**src/rtl/quad_pkg.sv**
```systemverilog
// Shared types and the Gray-code transition decoder for the quadrature decoder.
package quad_pkg;

    typedef enum logic [1:0] {TR_NONE, TR_INC, TR_DEC, TR_ILLEGAL} t_quad_trans;

    // Forward (CW) order is 00 -> 01 -> 11 -> 10 -> 00; the reverse order is a decrement.
    function automatic t_quad_trans quad_decode(input logic [1:0] prev, input logic [1:0] cur);
        logic [1:0] fwd;
        case (prev)
            2'b00:   fwd = 2'b01;
            2'b01:   fwd = 2'b11;
            2'b11:   fwd = 2'b10;
            default: fwd = 2'b00;
        endcase
        if (prev == cur)
            return TR_NONE;
        else if ((prev ^ cur) == 2'b11)
            return TR_ILLEGAL;
        else if (cur == fwd)
            return TR_INC;
        else
            return TR_DEC;
    endfunction

endpackage

```
**src/rtl/quadrature_decoder.sv**
```systemverilog
// Rotary encoder A/B decoder: position counter, detent step pulse, direction, sticky error.
// Define QUAD_SATURATE_EN to make the position saturate at its limits instead of wrapping.
module quadrature_decoder
    import quad_pkg::*;
#(
    parameter int unsigned POS_BITS         = 8,
    parameter int unsigned STEPS_PER_DETENT = 4,
    parameter int unsigned ACC_BITS         = $clog2(STEPS_PER_DETENT) + 1
) (
    input  logic                in_clk,
    input  logic                in_rst,
    input  logic                in_a,
    input  logic                in_b,
    input  logic                in_clear,
    output logic [POS_BITS-1:0] out_pos,
    output logic                out_step,
    output logic                out_dir,
    output logic                out_error
);

    localparam logic signed [ACC_BITS-1:0] ACC_MAX = ACC_BITS'(STEPS_PER_DETENT - 1);
    localparam logic signed [ACC_BITS-1:0] ACC_MIN = -ACC_MAX;

    logic [POS_BITS-1:0]        pos_q, pos_d;
    logic signed [ACC_BITS-1:0] acc_q, acc_d;
    logic [1:0]                 ab_q, ab_d;
    logic                       primed_q, primed_d;
    logic                       step_q, step_d;
    logic                       dir_q, dir_d;
    logic                       err_q, err_d;
    t_quad_trans                trans;

    always_comb begin
        pos_d    = pos_q;
        acc_d    = acc_q;
        dir_d    = dir_q;
        err_d    = err_q;
        step_d   = 1'b0;
        ab_d     = {in_a, in_b};
        primed_d = 1'b1;
        trans    = quad_decode(ab_q, {in_a, in_b});

        // ab_q keeps sampling during clear so the following edge decodes from the true state.
        if (in_clear) begin
            pos_d = '0;
            acc_d = '0;
            err_d = 1'b0;
        end else if (primed_q) begin
            case (trans)
                TR_INC: begin
                    if (acc_q == ACC_MAX) begin
                        acc_d  = '0;
                        step_d = 1'b1;
                        dir_d  = 1'b1;
`ifdef QUAD_SATURATE_EN
                        if (pos_q != '1) pos_d = pos_q + 1'b1;
`else
                        pos_d = pos_q + 1'b1;
`endif
                    end else begin
                        acc_d = acc_q + 1'b1;
                    end
                end
                TR_DEC: begin
                    if (acc_q == ACC_MIN) begin
                        acc_d  = '0;
                        step_d = 1'b1;
                        dir_d  = 1'b0;
`ifdef QUAD_SATURATE_EN
                        if (pos_q != '0) pos_d = pos_q - 1'b1;
`else
                        pos_d = pos_q - 1'b1;
`endif
                    end else begin
                        acc_d = acc_q - 1'b1;
                    end
                end
                TR_ILLEGAL: begin
                    acc_d = '0;
                    err_d = 1'b1;
                end
                default: ;
            endcase
        end
    end

    always_ff @(posedge in_clk or negedge in_rst) begin
        if (!in_rst) begin
            pos_q    <= '0;
            acc_q    <= '0;
            ab_q     <= 2'b00;
            primed_q <= 1'b0;
            step_q   <= 1'b0;
            dir_q    <= 1'b0;
            err_q    <= 1'b0;
        end else begin
            pos_q    <= pos_d;
            acc_q    <= acc_d;
            ab_q     <= ab_d;
            primed_q <= primed_d;
            step_q   <= step_d;
            dir_q    <= dir_d;
            err_q    <= err_d;
        end
    end

    assign out_pos   = pos_q;
    assign out_step  = step_q;
    assign out_dir   = dir_q;
    assign out_error = err_q;

endmodule

```
**config.mk**
```make
export PLATFORM = sky130hd
export DESIGN_NAME = quadrature_decoder
export DESIGN_NICKNAME = d
export VERILOG_FILES = /design/src/rtl/quad_pkg.sv /design/src/rtl/quadrature_decoder.sv
export SDC_FILE = /design/constraint.sdc
export NUM_CORES = 1
export LEC_CHECK = 0
export BUFFER_PORTS_ARGS = -buffer_cell sky130_fd_sc_hd__buf_2
export CAP_MARGIN = 5
export CELL_PAD_IN_SITES_DETAIL_PLACEMENT = 0
export CELL_PAD_IN_SITES_GLOBAL_PLACEMENT = 1
export CORE_MARGIN = 5
export CORE_UTILIZATION = 39
export CTS_CLUSTER_DIAMETER = 120
export DETAILED_ROUTE_END_ITERATION = 16
export PLACE_DENSITY = 0.74
export SLEW_MARGIN = 40
export SYNTH_ARGS = -nofsm -noshare
export SYNTH_HDL_FRONTEND = slang
export SYNTH_SLANG_ARGS = --single-unit
```
**constraint.sdc**
```tcl
create_clock -name in_clk -period 2.6 [get_ports in_clk]
set_input_delay 0.13 -clock in_clk [delete_from_list [all_inputs] [get_ports in_clk]]
set_output_delay 0.13 -clock in_clk [all_outputs]
set_load 0.03 [all_outputs]
```
==> impl_metrics.toml <==
[outcome]
status = "finished clean"

[cells_and_area]
fin_util = 0.465
n_fill_cell = 328
diodes = 0
fin_nets = 182
layout-drive-gt1-share = 0.238
areaGrowthSynthToFinish_pct = 17.7
layout.cells.non_filler = 210

[clocking]
cts_tree = "yes"
clock_latency_ns = 0.29
clk_pin_slew_ns = 0.11
clockBufferDepth = 2
numClockSinks = 17
cts-root-buf = "clkbuf_4"
cts_made_buffers = 3
h-tree-depth = 1

[routing]
drc = 0
viasPerCell = 5.30
wire_per_inst_um = 13.3
wl_um = 2800
drt_iter0_markers = 95
dr.pass1.iters = 4
num_vias = 1113
antenna_left = 0

[synth]
synthMuxAreaShare = 0.0521
yosysWarnings = 0
synth_common_cells = "dfrtp_1, ha_1, nand2_1"
synth_cells = 140
avgSynthCellArea_um2 = 9.27
synth_adder_area_share = 0.116
synth-edff-count = 0
synth_seq_area_share = 0.328
yosysUniqueCellTypes = 47
synthXorXnorAreaFrac = 0.0540
synth_seq_cells = 17
synth_area_um2 = 1300
synth_top_family_by_area = "compound AO/OA/AOI/OAI gates"
synth-compound-area-share = 0.206
synth_flop_cell = "dfrtp_1"
synthArstFlopShare = 1.00
synth_top_area_share = 0.328
synth_top_area_cell = "dfrtp_1"
synthTopCellsByArea = "dfrtp_1, ha_1, nand2_1, xnor2_1, nand3_1"
synth-simple-area-share = 0.187
yosysMostFrequentCell = "dfrtp_1"
synth_nets = 157

[worst_setup_path]
crit_end = "out_pos[6]"
reg2reg_slack_ns = 0.11
startpoint = "ab_q[0]"
critical_path_required_ns = 2.77
r2r_start = "ab_q[0]"
r2r_end = "out_pos[6]"
critPathArrivalTime_ns = 2.67
start_kind = "register"
critPathCaptureType = "register"
reg2regPathDepth = 11
crit_type = "reg -> reg"
worstPathMaxFanout = 14

[floorplan]
die_h_um = 67.7
dieArea_um2 = 4580
die_x_um = 67.7
num_rows = 21
initial_utilization = 0.395
pin_count = 16
core-area_um2 = 3280

[sta]
min_period_over_period = 0.959
hold_viol_final = 0
clock_skew_ns = 0.00806
period_needed_ns = 2.49
slew_viol_final = 0
hold_slack_ns = 0.0451
fmax_ghz = 0.401
rsz0062_at_grt = "true"
setup_viol = 0

[global_route]
antenna_found_initial = 0
grtUsageTotal = 0.141
grt_max_degree = 21
grt_pass1_wl_um = 4910
grt_pass1_vias = 1075
grt-ovfl-total = 0

[power]
p_sw_mw = 0.181
leakagePower_nw = 0.729
p_seq_frac = 0.493
clkPwrFrac = 0.250
total_power_mw = 0.577
power_frac_comb = 0.257
power.internal_mw = 0.397
sw_frac_of_total = 0.313
peakVddDrop_uv = 185
powerDensity_nw_per_um2 = 378

[place]
dpl.cell_count = 203
routabilityCongestion = 0.821
dp_hpwl_um = 2070
io_buffer_count = 15

[min_path]
hold_class = "in -> reg"

[flow_run]
max_cap_viol_count = 0
-- worst min path at each step --
stage	start	endpoint	slack, ns	cells after the start
2_1_floorplan	in_rst	ab_q[0]	-0.17	0
3_3_place_gp	in_rst	out_pos[0]	0.08	1
3_5_place_dp	in_rst	out_pos[2]	0.08	1
4_1_cts	in_b	ab_q[0]	0.03	1
5_1_grt	in_b	ab_q[0]	0.03	1
6_report	in_b	ab_q[0]	0.05	1
-- placed cells by master, fill, tap and decap left out, drive strengths merged, types with 4 or more instances in the layout --
cell    Yosys  routed
buf         5      26
mux2i       4       4
a21o        4       4
nand2      12      12
dfrtp      17      17
clkbuf      2       4
a21oi       7       7
nand3       8       8
a31oi       5       5
nor2       11      11
o21ai       5       5
inv         7       7
xnor2       5       5
ha         12      12
-- final cells by class --
class | count | area [um^2] | area share
tap | 46 | 57.6 | 0.0377
timing repair buffer | 27 | 168 | 0.110
sequential | 17 | 425 | 0.278
inverter | 7 | 26.3 | 0.0172
multi-input combinational | 109 | 825 | 0.540
clock buffer | 4 | 26.3 | 0.0172
-- timing repair --
action                                 4_1_cts  5_1_grt
gates resized for setup                      1        5
setup endpoints to repair                    1        4
buffers inserted                             0        2
pin swaps                                    0        3
hold buffers                                 1        0
endpoints found under the hold margin       17        0
-- metrics by stage --
step	setup WS, ns	setup TNS [ns]	cell area (um^2)
finish	0.105	0	1530
global route	-0.0322	-0.0439	1530
CTS	0.0405	0	1490
detailed placement	0.00271	0	1450
global placement	0.0902	0	1450
floorplan	0.0343	0	1300
-- cell families after synthesis --
group | count (synthesis)
AO/OA/AOI/OAI | 37
other | 1
adder cells (fa/ha/maj) | 12
AND/OR/NAND/NOR | 46
XOR/XNOR | 8
flip-flops | 17
buffers and inverters | 14
multiplexers | 5
-- power groups by stage --
stage / clock network [mW] / logic, mW / registers, mW
6_report: 0.144 / 0.149 / 0.285
3_3_place_gp: 0 / 0.144 / 0.289
4_1_cts: 0.153 / 0.148 / 0.285
3_5_place_dp: 0 / 0.146 / 0.290
5_1_grt: 0.169 / 0.169 / 0.287
2_1_floorplan: 0 / 0.101 / 0.295
-- worst max-delay path, cell delays in order (launching register included) --
cell and delay (ns):
dfrtp_1 0.43, mux2_4 0.30, mux2i_4 0.15, inv_1 0.08
ha_2 0.23, buf_4 0.19, and4b_1 0.21, o21ai_1 0.25
buf_4 0.21, nor4b_1 0.06, a31oi_1 0.16, o311ai_1 0.11
-- registers in the layout (all words and copies together) (netlist names) --
name and count:
acc_q 3, ab_q 2, out_step 1, primed_q 1
out_dir 1, out_error 1, out_pos 8
-- metal layers --
metal,global-route usage,share of wire,vias up
met3,0.0250,0.034,2
met1,0.183,0.50,527
li1,-,-,561
met2,0.233,0.46,23
met4,0.0532,0.0082,0
met5,0,0,-
Note: power is estimated with default switching activity, not from simulation.
